### src/rtl/cache_set_assoc.sv
// Write-back, write-allocate set-associative cache with FIFO or LRU replacement; hits complete 2 cycles from acceptance.
// Misses wait as long as needed on the cm_ valid/ready channels; the requester holds rc_Valid until rc_Done.
module cache_set_assoc #(
  parameter int ADDR_WIDTH = 32,
  parameter int DATA_WIDTH = 32,
  parameter int SET_NUM    = 4,
  parameter int WAY_NUM    = 4,
  parameter int POLICY     = 0
) (
  input  logic                  CLK,
  input  logic                  Reset,
  input  logic                  rc_Valid,
  input  logic                  rc_RW,
  input  logic [ADDR_WIDTH-1:0] rc_Addr,
  input  logic [DATA_WIDTH-1:0] rc_WriteData,
  output logic [DATA_WIDTH-1:0] rc_ReadData,
  output logic                  rc_Done,
  output logic                  rc_Hit,
  output logic                  cm_ReadValid,
  output logic [ADDR_WIDTH-1:0] cm_ReadAddr,
  input  logic                  cm_ReadReady,
  input  logic [DATA_WIDTH-1:0] cm_ReadData,
  output logic                  cm_WriteValid,
  output logic [ADDR_WIDTH-1:0] cm_WriteAddr,
  output logic [DATA_WIDTH-1:0] cm_WriteData,
  input  logic                  cm_WriteReady
);
  localparam int OFF = $clog2(DATA_WIDTH / 8);
  localparam int IDX = $clog2(SET_NUM);
  localparam int TAG = ADDR_WIDTH - IDX - OFF;
  localparam int WW  = $clog2(WAY_NUM);

  typedef enum logic [2:0] {IDLE, COMPARE, WBACK, FILL, DONE} state_t;

  state_t                r_state;
  logic [WAY_NUM-1:0]    r_valid    [SET_NUM];
  logic [WAY_NUM-1:0]    r_dirty    [SET_NUM];
  logic [WW-1:0]         r_age      [SET_NUM][WAY_NUM];
  logic [WW-1:0]         r_fifo_ptr [SET_NUM];
  logic [TAG-1:0]        r_tag      [SET_NUM][WAY_NUM];
  logic [DATA_WIDTH-1:0] r_data     [SET_NUM][WAY_NUM];

  logic                  r_rw;
  logic [TAG-1:0]        r_req_tag;
  logic [IDX-1:0]        r_idx;
  logic [DATA_WIDTH-1:0] r_wdata;
  logic [WW-1:0]         r_victim;
  logic [DATA_WIDTH-1:0] r_rdata;

  logic          w_hit;
  logic [WW-1:0] w_hit_way;
  logic          w_full;
  logic [WW-1:0] w_victim;
  logic [WW-1:0] w_max_way;
  logic [WW-1:0] w_max_age;
  logic          w_touch;
  logic [WW-1:0] w_touch_way;
  logic [WW-1:0] w_touch_old;
  logic          w_fill_done;

  if (OFF > 0) begin : g_off_unused
    logic w_unused_off;
    assign w_unused_off = &{1'b0, rc_Addr[OFF-1:0]};
  end

  always_comb begin
    w_hit     = 1'b0;
    w_hit_way = '0;
    for (int w = 0; w < WAY_NUM; w++) begin
      if (r_valid[r_idx][w] && (r_tag[r_idx][w] == r_req_tag)) begin
        w_hit     = 1'b1;
        w_hit_way = WW'(w);
      end
    end
  end

  // Invalid ways win (lowest index first); otherwise the policy decides.
  always_comb begin
    w_full    = &r_valid[r_idx];
    w_max_way = '0;
    w_max_age = r_age[r_idx][0];
    for (int w = 1; w < WAY_NUM; w++) begin
      if (r_age[r_idx][w] > w_max_age) begin
        w_max_age = r_age[r_idx][w];
        w_max_way = WW'(w);
      end
    end
    w_victim = (POLICY == 1) ? w_max_way : r_fifo_ptr[r_idx];
    for (int w = WAY_NUM - 1; w >= 0; w--) begin
      if (!r_valid[r_idx][w]) w_victim = WW'(w);
    end
  end

  // An install into an invalid way ages every valid way, as if its old age were the maximum.
  assign w_fill_done = (r_state == FILL) && cm_ReadReady;
  assign w_touch     = ((r_state == COMPARE) && w_hit) || w_fill_done;
  assign w_touch_way = (r_state == COMPARE) ? w_hit_way : r_victim;
  assign w_touch_old = ((r_state == COMPARE) || r_valid[r_idx][r_victim]) ?
                       r_age[r_idx][w_touch_way] : WW'(WAY_NUM - 1);

  always_ff @(posedge CLK or negedge Reset) begin
    if (!Reset) begin
      r_state <= IDLE;
      for (int s = 0; s < SET_NUM; s++) begin
        r_valid[s]    <= '0;
        r_dirty[s]    <= '0;
        r_fifo_ptr[s] <= '0;
        for (int w = 0; w < WAY_NUM; w++) r_age[s][w] <= '0;
      end
      r_rw      <= 1'b0;
      r_req_tag <= '0;
      r_idx     <= '0;
      r_wdata   <= '0;
      r_victim  <= '0;
      r_rdata   <= '0;
    end else begin
      if ((POLICY == 1) && w_touch) begin
        for (int w = 0; w < WAY_NUM; w++) begin
          if (WW'(w) == w_touch_way)
            r_age[r_idx][w] <= '0;
          else if (r_valid[r_idx][w] && (r_age[r_idx][w] < w_touch_old))
            r_age[r_idx][w] <= r_age[r_idx][w] + WW'(1);
        end
      end
      case (r_state)
        IDLE: begin
          if (rc_Valid) begin
            r_rw      <= rc_RW;
            r_req_tag <= rc_Addr[ADDR_WIDTH-1:IDX+OFF];
            r_idx     <= rc_Addr[IDX+OFF-1:OFF];
            r_wdata   <= rc_WriteData;
            r_state   <= COMPARE;
          end
        end
        COMPARE: begin
          if (w_hit) begin
            if (r_rw) r_dirty[r_idx][w_hit_way] <= 1'b1;
            r_state <= IDLE;
          end else begin
            r_victim <= w_victim;
            r_state  <= (r_valid[r_idx][w_victim] && r_dirty[r_idx][w_victim]) ? WBACK : FILL;
          end
        end
        WBACK: begin
          if (cm_WriteReady) r_state <= FILL;
        end
        FILL: begin
          if (cm_ReadReady) begin
            r_valid[r_idx][r_victim] <= 1'b1;
            r_dirty[r_idx][r_victim] <= r_rw;
            r_rdata                  <= r_rw ? r_wdata : cm_ReadData;
            if (w_full) r_fifo_ptr[r_idx] <= r_fifo_ptr[r_idx] + WW'(1);
            r_state <= DONE;
          end
        end
        DONE:    r_state <= IDLE;
        default: r_state <= IDLE;
      endcase
    end
  end

  always_ff @(posedge CLK) begin
    if ((r_state == COMPARE) && w_hit && r_rw)
      r_data[r_idx][w_hit_way] <= r_wdata;
    if (w_fill_done) begin
      r_tag[r_idx][r_victim]  <= r_req_tag;
      r_data[r_idx][r_victim] <= r_rw ? r_wdata : cm_ReadData;
    end
  end

  assign rc_Done       = ((r_state == COMPARE) && w_hit) || (r_state == DONE);
  assign rc_Hit        = (r_state == COMPARE) && w_hit;
  assign rc_ReadData   = ((r_state == COMPARE) && w_hit && !r_rw) ? r_data[r_idx][w_hit_way] :
                         ((r_state == DONE) && !r_rw) ? r_rdata : '0;
  assign cm_ReadValid  = (r_state == FILL);
  assign cm_ReadAddr   = ADDR_WIDTH'({r_req_tag, r_idx}) << OFF;
  assign cm_WriteValid = (r_state == WBACK);
  assign cm_WriteAddr  = ADDR_WIDTH'({r_tag[r_idx][r_victim], r_idx}) << OFF;
  assign cm_WriteData  = r_data[r_idx][r_victim];

endmodule

### config.mk
export PLATFORM = sky130hd
export DESIGN_NAME = cache_set_assoc
export DESIGN_NICKNAME = d
export VERILOG_FILES = /design/src/rtl/cache_set_assoc.sv
export SDC_FILE = /design/constraint.sdc
export NUM_CORES = 2
export LEC_CHECK = 0
export ABC_AREA = 1
export ABC_CLOCK_PERIOD_IN_PS = 5530
export BUFFER_PORTS_ARGS = -buffer_cell sky130_fd_sc_hd__buf_2
export CORE_MARGIN = 2
export CORE_UTILIZATION = 40
export DETAILED_ROUTE_END_ITERATION = 8
export PLACE_DENSITY_LB_ADDON = 0.12
export REMOVE_ABC_BUFFERS = 1
export SETUP_SLACK_MARGIN = 0.2
export SLEW_MARGIN = 20
export SYNTH_ARGS = -nofsm -noshare
export SYNTH_HDL_FRONTEND = slang
export SYNTH_SLANG_ARGS = --single-unit
### constraint.sdc
create_clock -name CLK -period 5.53 [get_ports CLK]
set_clock_uncertainty 0.1 [all_clocks]
set_input_delay 1.106 -clock CLK [delete_from_list [all_inputs] [get_ports CLK]]
set_output_delay 1.106 -clock CLK [all_outputs]
set_load 0.05 [all_outputs]
==> metrics.txt <==
GRT Resource Usage Total=0.274; TritonCTS clock tree=yes; drt drc=0; RSZ-0062 raised after global routing=true; Die W=354 um; PortBufs=227; hold crit path type=in -> async; Ys Warns=0; Hold Vio Cnt, Final=0; top-count cell post-synth=nand2_1; clock root buffer master=clkbuf_16; Max VDD drop=around 400 uV; Mapped Avg Cell Area=approximately 10 sq um; Synth top cells by count=nand2_1, edfxtp_1, nand3_1, nor2_1, o21ai_0; largest net degree at the start of global routing=between 100 and 150; iteration count of the initial detailed-routing pass=6; Worst Setup Start Kind=flop; worst-margin pin slew=approximately 1.1 ns; CTS Hold Bufs=0; Critical Path RT=roughly 4.3 ns; Area Growth Syn to Fin=22.2%; area post-placement=roughly 53000 sq um; CTS Sinks=1100; main flop type after synthesis=edfxtp_1; total number of vias=38.3k; die area=125000 sq um; first-pass GRT wire length=about 250000 um; FFs w/ async S/R, synth=0.127; Setup Total Neg Slack=0 ns; ranking of synthesized cells by area=edfxtp_1, nand2_1, dfrtp_1; r2r startpoint=r_idx[0]; min Tclk post-route=around 5.3 ns; crit path capture type=output pin; TritonCTS Buffers=118; hold slack=0.192 ns; top-area cell type share of the netlist area=0.589; Gate Count Post-Synth=~5k; pwr dens=about 590 nW/um^2; Pleak=roughly 24 nW; GRT overflow=0; #FFs+latches synth=roughly 1.1k; FMAX=approximately 190 MHz; Max Buffers Root-to-Sink=3; initial core utilization=0.403; Die Ht=354 um; Seq/Total Area, Yosys=0.660; placer congestion estimate=slightly below 1; Setup CP Type=reg -> out; vias per inst=5.48; Iteration-0 DRC Markers=~4.4k; initial antenna violation count=6; Cell Rows=between 100 and 150; Pwr Total=between 30 and 40 mW; final-report setup violation count=0; CP Data Arrival Time=4.10 ns; status=finished clean; reg2reg setup slack=a little over 0.9 ns; worst r2r dst=r_data[0][86]; Slew headroom=0.259; synth unique cells=38; clk slew on worst S/H paths=roughly 0.060 ns; vias in the first global route=approximately 35k; final core occ=0.492; share of cells above drive strength 1=0.182; fin area=between 50000 and 60000 sq um; fin crit share=0.959; wire per inst=25.2 um; core region area=~120000 sq um; area leader, netlist=edfxtp_1; Ports=between 200 and 250; EDFF count, synth=960; crit-path max FO=26; nets=5353; post-DP HPWL=approximately 100000 um; area of the mapped netlist=a little under 50000 sq um; aggregate routed wire length=176000 um; level count of the clock H-tree=3; max_cap viols=0; worst reg2reg path depth=22; Final ANT Viol Nets=0; clock latency on the worst-skew pair=~0.75 ns; Max Slew Vio Count=0
cells in the final DEF (no fill, tap or decap), drive strengths merged, types with 3 or more instances in the layout:
cell	Yosys	layout
and2	6	6
buf	113	460
or2	11	11
o2111ai	24	24
nand2	2104	2104
bufbuf	0	3
a21oi	126	126
conb	1	4
a221oi	47	47
clkbuf	138	177
clkinvlp	0	6
clkinv	0	39
dfrtp	140	140
inv	215	216
nor2	268	268
bufinv	0	12
o21ai	233	233
nor3	3	3
a22oi	156	156
nand3b	9	9
edfxtp	960	960
o22ai	5	5
a22o	11	11
nand3	272	272
nand4	57	57
kinds of logic (layout without fill, tap and decap cells):
kind of cell | Yosys count | in the layout | share of synthesized area
simple gates | 2733 | 2733 | 0.222
flops | 1100 | 1100 | 0.660
compound gates | 606 | 606 | 0.0765
buf+inv | 466 | 913 | 0.0406
other cells | 1 | 5 | 0.0000766
xor+xnor | 1 | 1 | 0.000179
critical path, cell delays in order, from the launching register on:
cell       delay (ns)
dfrtp_4          0.44
buf_12           0.20
clkinv_16        0.10
buf_12           0.13
buf_16           0.17
nand2_1          0.08
nand2_1          0.05
nand2_1          0.08
nand2_2          0.09
nand2_2          0.12
nand2_1          0.07
nor2_1           0.14
nand3_2          0.11
nor3_4           0.27
nand2_4          0.14
inv_2            0.10
nor2_4           0.04
nand2_4          0.07
nand2_4          0.06
nor2_4           0.14
buf_12           0.19
buf_16           0.22
nand2_4          0.07
nand2_4          0.09
buf_8            0.15
worst max path at each step:
| stage | to | startpoint | depth (start not counted) |
|---|---|---|---|
| 3_3_place_gp | rc_ReadData[2] | r_idx[0] | 21 |
| 2_1_floorplan | r_data[0][64] | r_idx[0] | 14 |
| 6_report | rc_ReadData[8] | r_idx[0] | 24 |
| 5_1_grt | rc_ReadData[8] | r_idx[0] | 24 |
| 4_1_cts | rc_ReadData[11] | r_idx[0] | 22 |
| 3_5_place_dp | rc_ReadData[2] | r_idx[0] | 21 |
per-stage QoR:
| step | instances | setup WS, ns |
|---|---|---|
| final | 6983 | 0.225 |
| after global routing | 6982 | 0.137 |
| after CTS | 6941 | 0.169 |
| after detailed placement | 6667 | 0.454 |
| after global placement | 6667 | 0.435 |
| after floorplan | 4659 | -9.63 |
metal layers:
| metal | routed length (um) | GRT usage |
|---|---|---|
| met4 | 5090 | 0.0755 |
| met3 | 13500 | 0.0367 |
| met1 | 75100 | 0.386 |
| met5 | 41 | 0 |
| met2 | 82500 | 0.443 |
layout make-up:
class | instances | area [sq um]
clock buffer | 169 | 3310
inverter | 215 | 845
antenna | 1 | 2.50
multi-input combinational | 3344 | 16100
timing repair buffer | 471 | 4530
sequential | 1100 | 32300
tap | 1625 | 2030
timing repair inverter | 1 | 16.3
clock inverter | 57 | 662
fill | 11100 | 61700
sequential cells by signal, summed over array words and instances, names as in the netlist:
register    cells
r_data        512
r_tag         448
r_rdata        32
r_wdata        32
r_req_tag      28
r_dirty        16
r_valid        16
r_fifo_ptr      8
r_state         3
r_idx           2
r_victim        2
r_rw            1
what timing repair did:
| item | 4_1_cts | 5_1_grt |
|---|---|---|
| resized for setup | 185 | 267 |
| pin swaps | 5 | 76 |
| cloned | 14 | 10 |
| endpoints found under the setup margin | 51 | 32 |
| setup buffers | 34 | 31 |
where the power goes:
| part | switching [mW] | leakage, nW | total, mW | internal, mW |
|---|---|---|---|---|
| Sequential | 0.502 | 10.2 | 11.2 | 10.7 |
| Combinational | 11.9 | 11.6 | 16.2 | 4.32 |
| Clock | 3.38 | 1.92 | 8.10 | 4.72 |
Power figures use the tool's default switching activity.
